===== config.mk =====
export PLATFORM = sky130hd
export DESIGN_NAME = fgh_truth_scanner
export DESIGN_NICKNAME = d
export VERILOG_FILES = /design/src/rtl/fgh_truth_scanner.sv
export SDC_FILE = /design/constraint.sdc
export NUM_CORES = 1
export LEC_CHECK = 0
export CAP_MARGIN = 20
export CELL_PAD_IN_SITES_DETAIL_PLACEMENT = 1
export CELL_PAD_IN_SITES_GLOBAL_PLACEMENT = 1
export CORE_UTILIZATION = 40
export DETAILED_ROUTE_END_ITERATION = 7
export GPL_ROUTABILITY_DRIVEN = 1
export PLACE_DENSITY = 0.88
export SYNTH_ARGS = -nofsm -noshare
export SYNTH_HDL_FRONTEND = slang
export SYNTH_SLANG_ARGS = --single-unit

===== constraint.sdc =====
create_clock -name clk -period 4.85 [get_ports clk]
set_input_delay 0.97 -clock clk [delete_from_list [all_inputs] [get_ports clk]]
set_output_delay 0.97 -clock clk [all_outputs]
set_load 0.02 [all_outputs]

===== src/rtl/fgh_truth_scanner.sv =====
// Truth-table scanner: sweeps w over minterms 0..15, captures f/g/h after a
// settle delay, and compares the captured tables against expected constants.
module fgh_truth_scanner #(
    parameter int unsigned SETTLE = 1,
    parameter logic [15:0] EXP_F  = 16'h4CC8,
    parameter logic [15:0] EXP_G  = 16'h440C,
    parameter logic [15:0] EXP_H  = 16'hC08B
) (
    input  logic        clk,
    input  logic        rst_n,
    input  logic        start,
    input  logic        abort,
    input  logic        f,
    input  logic        g,
    input  logic        h,
    output logic [3:0]  w,
    output logic [15:0] tt_f,
    output logic [15:0] tt_g,
    output logic [15:0] tt_h,
    output logic        busy,
    output logic        done,
    output logic        pass
);

    typedef enum logic [1:0] {
        IDLE = 2'd0,
        RUN  = 2'd1,
        DONE = 2'd2
    } state_t;

    localparam logic [3:0] SETTLE_M1 = 4'(SETTLE - 1);

    state_t      state, state_n;
    logic [3:0]  cnt, cnt_n;
    logic [3:0]  w_n;
    logic [15:0] tt_f_n, tt_g_n, tt_h_n;
    logic        pass_n, busy_n, done_n;

    always_ff @(posedge clk or negedge rst_n) begin
        if (!rst_n) begin
            state <= IDLE;
            w     <= '0;
            cnt   <= '0;
            tt_f  <= '0;
            tt_g  <= '0;
            tt_h  <= '0;
            busy  <= 1'b0;
            done  <= 1'b0;
            pass  <= 1'b0;
        end else begin
            state <= state_n;
            w     <= w_n;
            cnt   <= cnt_n;
            tt_f  <= tt_f_n;
            tt_g  <= tt_g_n;
            tt_h  <= tt_h_n;
            busy  <= busy_n;
            done  <= done_n;
            pass  <= pass_n;
        end
    end

    always_comb begin
        state_n = state;
        w_n     = w;
        cnt_n   = cnt;
        tt_f_n  = tt_f;
        tt_g_n  = tt_g;
        tt_h_n  = tt_h;
        pass_n  = pass;

        case (state)
            IDLE: begin
                if (start) begin
                    state_n = RUN;
                    w_n     = '0;
                    cnt_n   = SETTLE_M1;
                    tt_f_n  = '0;
                    tt_g_n  = '0;
                    tt_h_n  = '0;
                    pass_n  = 1'b0;
                end
            end
            RUN: begin
                if (abort) begin
                    state_n = IDLE;
                    pass_n  = 1'b0;
                end else if (cnt == 4'd0) begin
                    tt_f_n[w] = f;
                    tt_g_n[w] = g;
                    tt_h_n[w] = h;
                    if (w == 4'd15) begin
                        state_n = DONE;
                        // compare the post-write tables so pass is valid alongside done
                        pass_n  = (tt_f_n == EXP_F) && (tt_g_n == EXP_G) && (tt_h_n == EXP_H);
                    end else begin
                        w_n   = w + 4'd1;
                        cnt_n = SETTLE_M1;
                    end
                end else begin
                    cnt_n = cnt - 4'd1;
                end
            end
            DONE: begin
                state_n = IDLE;
                pass_n  = (tt_f == EXP_F) && (tt_g == EXP_G) && (tt_h == EXP_H);
            end
            default: state_n = IDLE;
        endcase

        busy_n = (state_n == RUN);
        done_n = (state_n == DONE);
    end

endmodule


# ---- Word level (Yosys, flattened, before mapping)
# Cells that the tools add are included.
dict set report op_classes {
  muxes 34
  magnitude_cmp 2
  n_shift 0
  n_mul 0
  eq_ne 18
  div_mod_pow 0
  n_reduce_logical 13
  n_addsub 2
  bitwise 0
}
# cell count
set ops {}
lappend ops {{two-way mux 16 bit} 7}
lappend ops {{one-hot mux 16 bit (2 select lines)} 3}
lappend ops {{== test 16 x 15 -> 1 bit (second input constant)} 4}
lappend ops {{bitwise mux 16 bit} 3}
lappend ops {{== test 16 bit (second input constant)} 2}
lappend ops {{two-way mux 4 bit} 7}
lappend ops {{one-hot mux 4 bit (2 select lines)} 2}
lappend ops {{AND reduction 4 bit} 3}
lappend ops {{!= test 3 bit (second input constant)} 3}
lappend ops {{two-way mux 2 bit} 4}
lappend ops {{!= test 2 bit (second input constant)} 4}
lappend ops {{logical AND 1 bit} 5}
lappend ops {{less-than comparator 4 x 5 -> 1 bit (second input constant)} 1}
lappend ops {{two-way mux 1 bit} 5}
lappend ops {{AND reduction 5 bit} 1}
lappend ops {{adder 4 x 1 -> 4 bit (second input constant)} 1}
lappend ops {{demux 1 bit (select 4 bit)} 1}
lappend ops {{== test 2 x 1 -> 1 bit (second input constant)} 2}
lappend ops {{== test 2 bit (second input constant)} 2}
lappend ops {{== test 4 bit (second input constant)} 1}
lappend ops {{>= comparator 4 x 1 -> 1 bit (second input constant)} 1}
lappend ops {{zero test 4 bit} 1}
lappend ops {{one-hot mux 2 bit (2 select lines)} 1}
lappend ops {{subtractor 4 x 1 -> 4 bit (second input constant)} 1}
lappend ops {{4 further kinds} 4}
dict set report word_totals {
  regBits 61
  in_bits 7
  ramBits 0
  output_inout_bits 55
  latchBits 0
  n_memories 0
  romBits 0
  wordCells 78
}

# ---- Logic depth before layout (Yosys ltp)
# Gate-level depths: netlist of the first run.
dict set report depth {
  depth_word 12
  depth_mapped 10
  depth_no_buf 8
}

# ---- Worst setup path after synthesis of the first run
# No wires, ideal clock.
dict set report synth_timing {
  kind {input to register}
  start {input port abort}
  end {register w[3]}
  arrival_ns 2.411
  path_buffers 0
  slack_ns 2.318
  cell_stages 6
  cell_sequence {or4b_4 a211oi_4 a21boi_2 nand4_1 xnor2_1 nor2_1}
}
dict set report synth_between {
  elab_chain_len 2
}
# element line
set synth_lines {}
lappend synth_lines {{from (decl)} 12} ;# input logic abort,
lappend synth_lines {{!= test 2 bit (no line)} --}
lappend synth_lines {{AND reduction 5 bit (no line)} --}
lappend synth_lines {{to (signal assigned)} 52} ;# w <= w_n;
lappend synth_lines {{to (decl)} 16} ;# output logic [3:0] w,
# Every way passes these cells.
# A chain may end at the register's enable or synchronous reset.

# ---- Worst setup path in the final report of the first run
# Same ends and word-level chain as after synthesis.

==> results.cfg, run 1 <==
[outcome]
status = complete, but fails checks
violations = design-rule violations

[synth]
synth_area_per_cell_um2 = 9.113
synth-edff-count = 0
yosys_register_bits = 61
ys_warn_count = 0
yosysSeqAreaShare = 0.4126
synth_common_cells = dfrtp_1 (61), nor2_1 (35), nand2_1 (31), a32o_1 (27), o21ai_0 (24)
syn_nets = 423
synth_most_common_cell = dfrtp_1
synth_ff_type = dfrtp_1
synth_cell_types = 55
async_flop_share = 1.000
synth_top_area_share = 0.4126
syn_area_um2 = 3700
synth_cells = 406
yosysTopAreaCell = dfrtp_1
synth_area_leaders = dfrtp_1 (41%), a32o_1 (7.3%), a22o_1 (5.2%)

[timing]
finalSetupTns_ns = 0
fin_skew_ns = 0.01259
fmax_mhz = 310.6
finalHoldViolCount = 0
worst_slack_ns = 1.631
rsz0062_at_grt = false
fin_crit_sh = 0.6637
fin_crit_ns = 3.219
slew_viol_final = 0
relSlewSlack = 0.4367
setup_viol = 0
worst_slew_pin_slew_ns = 0.8449

[global_routing]
antenna_found_initial = 0
grt_pass1_vias = 3719
grt_max_degree = 62
grt_usage = 0.2709
overflow = 0
grt_pass1_wl_mm = 20.39

[detailed_routing]
drt_iter0_drc = 270
num_vias = 3580
ant_nets = 0
route.detailed.drc = 5
wl_per_cell_um = 21.69
drt-total-wl_mm = 12.30
vias_per_cell = 6.314
first_pass_iters = 6

[clocking]
holdBufCountCts = 0
post_cts_buffers = 0
root_buffer = clkbuf_8
worstSkewPairLatency_ns = 0.35
cts.path.max_buffers = 2
cts_buffers = 9
htree_levels = 3
cts.sinks = 61
clkTransAtPathRegs_ns = 0.07
cts_resized = 0
cts_tree = done

[floorplan]
num_rows = 34
dieArea_um2 = 9638
start_util = 0.4181
die_h_um = 98.18
core-area_um2 = 8848
die_w_um = 98.18
num_io_pins = 62

[setup_path]
r2r_end = w[3]
reg2regPathDepth = 8
timing.rr.start = cnt[0]
cp-end-kind = flop
r2r_setup_slack_ns = 2.05
crit_type = input port to flop
critPathLaunchType = input port
cp.arrival_ns = 3.45
cp.required_ns = 5.08
path_max_fanout = 17

[power]
totalPowerFinal_uw = 1956
powerDensity_nw_per_um2 = 422.3
p_leak_uw = 0.001898
vdd_ir_drop_max_mv = 0.2104

[placement]
place_hpwl_mm = 8.640
place_ws_ns = 1.287
place.gp.congestion = 0.9152
port_buffers = 61
placed_cells = 551

[hold_path]
worstHoldEndpoint = cnt[1]
hold_depth = 2
hold_start = cnt[1]
hold_class = flop to flop

[cells_and_area]
area_growth_pct = 25.19
utilization = 0.5235
final_net_count = 471
n_antenna_cell = 0
fin_cells = 567
layout-drive-gt1-share = 0.06536
fillCellCount = 1039

[flow_run]
maxCapViolCount = 0
==> cells by family after synthesis <==
logic type      synth area share
xor+xnor                 0.01184
fa+ha+maj                0.03382
buf+inv                  0.04768
simple gates              0.2215
flops                     0.4126
compound gates            0.2587
mux                      0.01387
==> critical path, stage by stage <==
cell and delay, ns:
clkdlybuf4s50_1 0.43, or4b_4 0.51, a211oi_4 0.68, a21boi_2 0.45, nand4_1 0.16, xnor2_1 0.17, nor2_1 0.07
==> sequential cells by signal (all words and copies together) (netlist names) <==
signal / cells
tt_f: 16
busy: 1
state: 2
pass: 1
tt_g: 16
cnt: 4
tt_h: 16
w: 4
done: 1
==> cells in the final DEF (no fill, tap or decap), types with 3 or more instances in the layout <==
| cell | count |
|---|---|
| dfrtp_1 | 61 |
| clkdlybuf4s50_1 | 60 |
| nor2_1 | 34 |
| nand2_1 | 31 |
| a32o_1 | 27 |
| o21ai_0 | 24 |
| a22o_1 | 22 |
| a21oi_1 | 17 |
| nor2b_1 | 14 |
| inv_1 | 13 |
| nor3_1 | 11 |
| nand2b_1 | 10 |
| ha_1 | 10 |
| clkbuf_8 | 10 |
| nand3_1 | 9 |
| nor4_1 | 8 |
| and3_1 | 6 |
| nand4_1 | 6 |
| buf_4 | 6 |
| and2_1 | 5 |
| o22ai_1 | 5 |
| nor3b_1 | 4 |
| a31oi_1 | 4 |
| a2111oi_0 | 4 |
| mux2i_1 | 4 |
| and3b_1 | 3 |
| xnor2_1 | 3 |
| nand3b_1 | 3 |
| bufinv_16 | 3 |
==> layer usage <==
layer,part of all wire,vias to the layer above,GRT usage
li1,-,1622,-
met1,0.46,1821,0.3683
met2,0.47,121,0.4388
met3,0.052,16,0.04510
met4,0.015,0,0.09070
met5,0,-,0
==> metrics by stage <==
step	cell area (um2)	hold slack, ns
2_1_floorplan	3700	0.4710
3_3_place_gp	4364	0.4863
3_5_place_dp	4392	0.5015
4_1_cts	4632	0.5150
5_1_grt	4632	0.5511
6_report	4632	0.5077
==> area by class of cell <==
class                   instances  area (um2)  area share
flip-flops and latches         61        1526      0.3296
inverters                      14       52.55     0.01135
multi-input cells             300        1999      0.4317
well taps                     108       135.1     0.02917
clock buffers                  12       145.1     0.03133
clock inverters                 4       95.09     0.02053
repair buffers                 68       678.2      0.1464
==> worst max-delay path by stage <==
stage	startpoint	end	slack, ns	depth (start not counted)
floorplan	abort	w[3]	2.32	6
global placement	abort	w[3]	1.40	7
detailed placement	abort	w[3]	1.29	7
CTS	abort	w[3]	1.64	7
global route	abort	w[3]	1.47	7
finish	abort	w[3]	1.63	7
==> power by group <==
part / switching (uW) / internal (uW) / leakage (uW)
Combinational: 505 / 264 / 0.000934
Sequential: 71.8 / 554 / 0.000843
Clock: 206 / 355 / 0.000121
(Power assumes the default switching activity.)
==> run 2: changes to the inputs <==
==> constraint.sdc (replaced) <==
create_clock -name clk -period 3.1 [get_ports clk]
set_input_delay 0.62 -clock clk [delete_from_list [all_inputs] [get_ports clk]]
set_output_delay 0.62 -clock clk [all_outputs]
set_load 0.02 [all_outputs]
==> run 2 against run 1 <==
Compared with the run above: routed wire length up 4.4%; critical path type is now flop to flop; worst hold slack worse by 0.27 ns; first-iteration DRC count up 31%; highest routed layer unchanged; the flow still finishes with violations (design-rule violations).
==> results.cfg, run 2 (same netlist as run 1, synthesis figures left out) <==
[outcome]
status = complete, but fails checks
violations = design-rule violations

[power]
p_sw_frac = 0.4184
powerDensity_nw_per_um2 = 646.0
p_switching_uw = 1274
p_clk_frac = 0.258
vdd_ir_drop_max_mv = 0.3694
internal-power_uw = 1771
p_comb_frac = 0.422
power_frac_seq = 0.320
p_leak_uw = 0.001947

[floorplan]
core-area_um2 = 8848
num_rows = 34
start_util = 0.4181
dieArea_um2 = 9638
die_w_um = 98.18
die_h_um = 98.18
num_io_pins = 62

[global_routing]
grt_pass1_vias = 3974
grt_pass1_wl_mm = 21.09
antenna_found_initial = 0
grt_usage = 0.2809
grt_max_degree = 47
overflow = 0

[timing]
finalSetupTns_ns = 0
fin_skew_ns = 0.005768
worst_slew_pin_slew_ns = 0.6738
fin_crit_sh = 0.8689
slew_viol_final = 0
finalHoldViolCount = 0
fmax_mhz = 371.3
hold-worst-slack_ns = 0.2377
fin_crit_ns = 2.694
rsz0062_at_grt = false
setup_viol = 0
relSlewSlack = 0.5392

[setup_path]
critPathCapture = pass
critPathBufInv = 1
reg2regPathDepth = 8
cp.arrival_ns = 2.95
cp.required_ns = 3.36
critPathTopFamily = compound AO/OA/AOI/OAI gates
crit_type = flop to flop
timing.rr.start = w[0]
crit_slowest_cell = ha_1
critPathLaunchType = flop
critPathLaunch = w[0]
path_max_fanout = 13
crit_cells = 8
crit_chain = inv_1 -> ha_1 -> nand2b_1 -> a2111oi_0 -> o22ai_1 -> nor4_1 -> nand4_1 -> o21ai_0
r2r_end = pass
cpPeakStageDelay_ns = 0.54
cp-end-kind = flop
r2r_setup_slack_ns = 0.41

[cells_and_area]
area_growth_pct = 27.39
largest_registers = tt_f: 16 flops, tt_g: 16 flops, tt_h: 16 flops
layout-drive-gt1-share = 0.09342
n_antenna_cell = 0
utilization = 0.5327
final_cell_mix = dfrtp_1 (61), clkdlybuf4s50_1 (60), nor2_1 (34)
final_common_cell = dfrtp_1
final_net_count = 483

[clocking]
post_cts_buffers = 0
worstSkewPairLatency_ns = 0.35
htree_levels = 3
cts_tree = done
cts_buffers = 9
clkTransAtPathRegs_ns = 0.07
holdBufCountCts = 0
cts.path.max_buffers = 2
cts.sinks = 61
cts_resized = 0
root_buffer = clkbuf_8

[detailed_routing]
vias_per_cell = 6.435
num_vias = 3726
drt_iter0_drc = 355
ant_nets = 0
first_pass_iters = 8
drt-total-wl_mm = 12.84
wl_per_cell_um = 22.17
route.detailed.drc = 4

[placement]
place.gp.congestion = 0.9836
port_buffers = 61
place_hpwl_mm = 9.012

[hold_path]
hold_class = input port to async pin

[flow_run]
maxCapViolCount = 0
run 2: changes by cell type in the layout (fill, tap and decap cells not counted):
cell,change
clkinvlp_4,+2
bufinv_16,-1
clkbuf_8,-1
clkbuf_1,-2
buf_4,+10
buf_12,+3
clkinv_2,+2
buf_16,-1
run 2: final cells by class:
type,instances,area [um2]
fillers,1039,4135
flip-flops and latches,61,1526
well taps,108,135.1
clock buffers,9,123.9
clock inverters,7,90.09
inverters,14,52.55
multi-input cells,300,1999
repair buffers,80,785.8
run 2: per-stage QoR:
stage | setup WS, ns | total power [uW] | cells | cell area [um2]
floorplan | 0.9000 | 1790 | 406 | 3700
global placement | 0.4637 | 2155 | 562 | 4479
detailed placement | 0.3615 | 2227 | 562 | 4479
CTS | 0.4439 | 3029 | 578 | 4693
global route | 0.005428 | 3206 | 579 | 4713
finish | 0.4065 | 3045 | 579 | 4713
run 2: per-layer routing:
layer,vias up,global-route usage,share of wire
met5,-,0,0
met4,0,0.1251,0.026
met3,33,0.05440,0.068
met2,162,0.4599,0.48
met1,1893,0.3612,0.43
li1,1638,-,-
run 2: worst min-delay path by stage:
| stage | end | slack [ns] | depth (start not counted) |
|---|---|---|---|
| 2_1_floorplan | busy | 0.32 | 0 |
| 3_3_place_gp | cnt[1] | 0.49 | 2 |
| 3_5_place_dp | cnt[1] | 0.51 | 2 |
| 4_1_cts | tt_g[13] | 0.49 | 1 |
| 5_1_grt | tt_f[11] | 0.27 | 1 |
| 6_report | w[2] | 0.24 | 1 |
run 2: power groups by stage:
stage	sequential (uW)	clock, uW	combinational [uW]
finish	973	785	1290
global placement	979	0	1180
CTS	971	796	1260
floorplan	992	0	798
detailed placement	983	0	1240
global route	983	829	1390
==> run 3: changes to the inputs <==
--- a/config.mk
+++ b/config.mk
@@ -8,10 +8,10 @@
 export CAP_MARGIN = 20
 export CELL_PAD_IN_SITES_DETAIL_PLACEMENT = 1
 export CELL_PAD_IN_SITES_GLOBAL_PLACEMENT = 1
-export CORE_UTILIZATION = 40
+export CORE_UTILIZATION = 39
 export DETAILED_ROUTE_END_ITERATION = 7
 export GPL_ROUTABILITY_DRIVEN = 1
-export PLACE_DENSITY = 0.88
+export PLACE_DENSITY = 0.86
 export SYNTH_ARGS = -nofsm -noshare
 export SYNTH_HDL_FRONTEND = slang
 export SYNTH_SLANG_ARGS = --single-unit
==> run 3 against run 2 <==
Compared with the run above: the flow now finishes without violations; worst hold slack better by 0.18 ns; cell area down 1.7%; setup slack worse by 0.099 ns; die area up 2.5%; flip-flop and latch count unchanged; largest cell class unchanged; largest power group unchanged; highest routed layer unchanged.
==> results.cfg, run 3 (same netlist as run 1, synthesis figures left out) <==
[floorplan]
num_rows = 35
dieArea_um2 = 9880
num_io_pins = 62
die_w_um = 99.40
die_h_um = 99.40
start_util = 0.4023
core-area_um2 = 9196

[detailed_routing]
wl_per_cell_um = 22.20
drt-total-wl_mm = 12.92
route.detailed.drc = 0
drt_iter0_drc = 356
ant_nets = 0
vias_per_cell = 6.284
first_pass_iters = 5
num_vias = 3657

[cells_and_area]
final_net_count = 483
final_common_cell = dfrtp_1
largest_registers = tt_f: 16 flops, tt_g: 16 flops, tt_h: 16 flops
n_antenna_cell = 0
final_cell_mix = dfrtp_1 (61), clkdlybuf4s50_1 (60), nor2_1 (34)
area_growth_pct = 25.23
utilization = 0.5038
layout-drive-gt1-share = 0.09130

[hold_path]
hold_class = input port to async pin

[global_routing]
grt_pass1_wl_mm = 21.02
grt_max_degree = 62
grt_usage = 0.2781
overflow = 0
antenna_found_initial = 0
grt_pass1_vias = 3737

[timing]
fin_skew_ns = 0.01162
fmax_mhz = 358.1
relSlewSlack = 0.4699
finalSetupTns_ns = 0
setup_viol = 0
slew_viol_final = 0
worst_slew_pin_slew_ns = 0.7952
fin_crit_sh = 0.9008
rsz0062_at_grt = false
fin_crit_ns = 2.792
finalHoldViolCount = 0

[setup_path]
critPathLaunchType = flop
cp.required_ns = 3.37
crit_type = flop to flop
cp.arrival_ns = 3.07
cp-end-kind = flop
path_max_fanout = 12

[clocking]
cts_buffers = 9
worstSkewPairLatency_ns = 0.36
cts_tree = done
htree_levels = 3
cts_resized = 0
holdBufCountCts = 0
root_buffer = clkbuf_8
cts.path.max_buffers = 2
cts.sinks = 61
post_cts_buffers = 0
clkTransAtPathRegs_ns = 0.08

[placement]
port_buffers = 61
place_hpwl_mm = 9.333
place.gp.congestion = 0.9885

[outcome]
status = finished, final reports clean

[power]
p_leak_uw = 0.001904
totalPowerFinal_uw = 2862
vdd_ir_drop_max_mv = 0.3760
powerDensity_nw_per_um2 = 617.8

[flow_run]
maxCapViolCount = 0
-- run 3: cell types whose count changed in the layout (fill, tap and decap cells not counted) --
cell and change:
clkbuf_1 +1, buf_4 +3, bufinv_16 -2, clkinvlp_4 +2
buf_12 -3, clkinv_2 -1
-- run 3: layer usage --
metal,vias to the layer above,global-route usage,share of wire
li1,1638,-,-
met1,1826,0.3754,0.44
met2,170,0.4428,0.47
met3,23,0.05692,0.072
met4,0,0.1018,0.022
met5,-,0,0
-- run 3: worst max-delay path, stage by stage (launching register included) --
cell      delay [ns]
dfrtp_1         0.45
ha_1            0.50
and3_1          0.44
a21boi_0        0.24
nor3_1          0.48
nor3b_1         0.28
nand4_1         0.12
o21ai_0         0.20
-- run 3: through the flow --
stage	worst slack, ns	hold WS, ns	instance area (um2)	cells
2_1_floorplan	0.9000	0.3244	3700	406
5_1_grt	0.1494	0.4964	4633	582
3_3_place_gp	0.4025	0.4942	4466	566
3_5_place_dp	0.4013	0.5082	4466	566
4_1_cts	0.3835	0.4499	4633	582
6_report	0.3075	0.4177	4633	582
-- run 3: layout make-up --
cell class              instances  area [um2]
fillers                      1084        4563
multi-input cells             300        1999
flip-flops and latches         61        1526
repair buffers                 80       748.2
well taps                     111       138.9
clock buffers                  10       127.6
inverters                      14       52.55
clock inverters                 6       40.04
-- run 3: worst paths after layout --
path,start,endpoint,slack (ns),cells after the start
max in group asynchronous,rst_n,tt_h[9],2.15,2
min reg2reg,cnt[1],cnt[1],0.53,2
min in group clk,cnt[1],cnt[1],0.53,2
max reg2reg,w[1],pass,0.31,7
max,w[1],pass,0.31,7
min,rst_n,tt_h[10],0.42,2
-- run 3: power breakdown --
part	total (uW)	internal, uW	switching, uW
Combinational	1270	439	836
Clock	637	287	351
Sequential	950	866	83.5
Total	2860	1590	1270
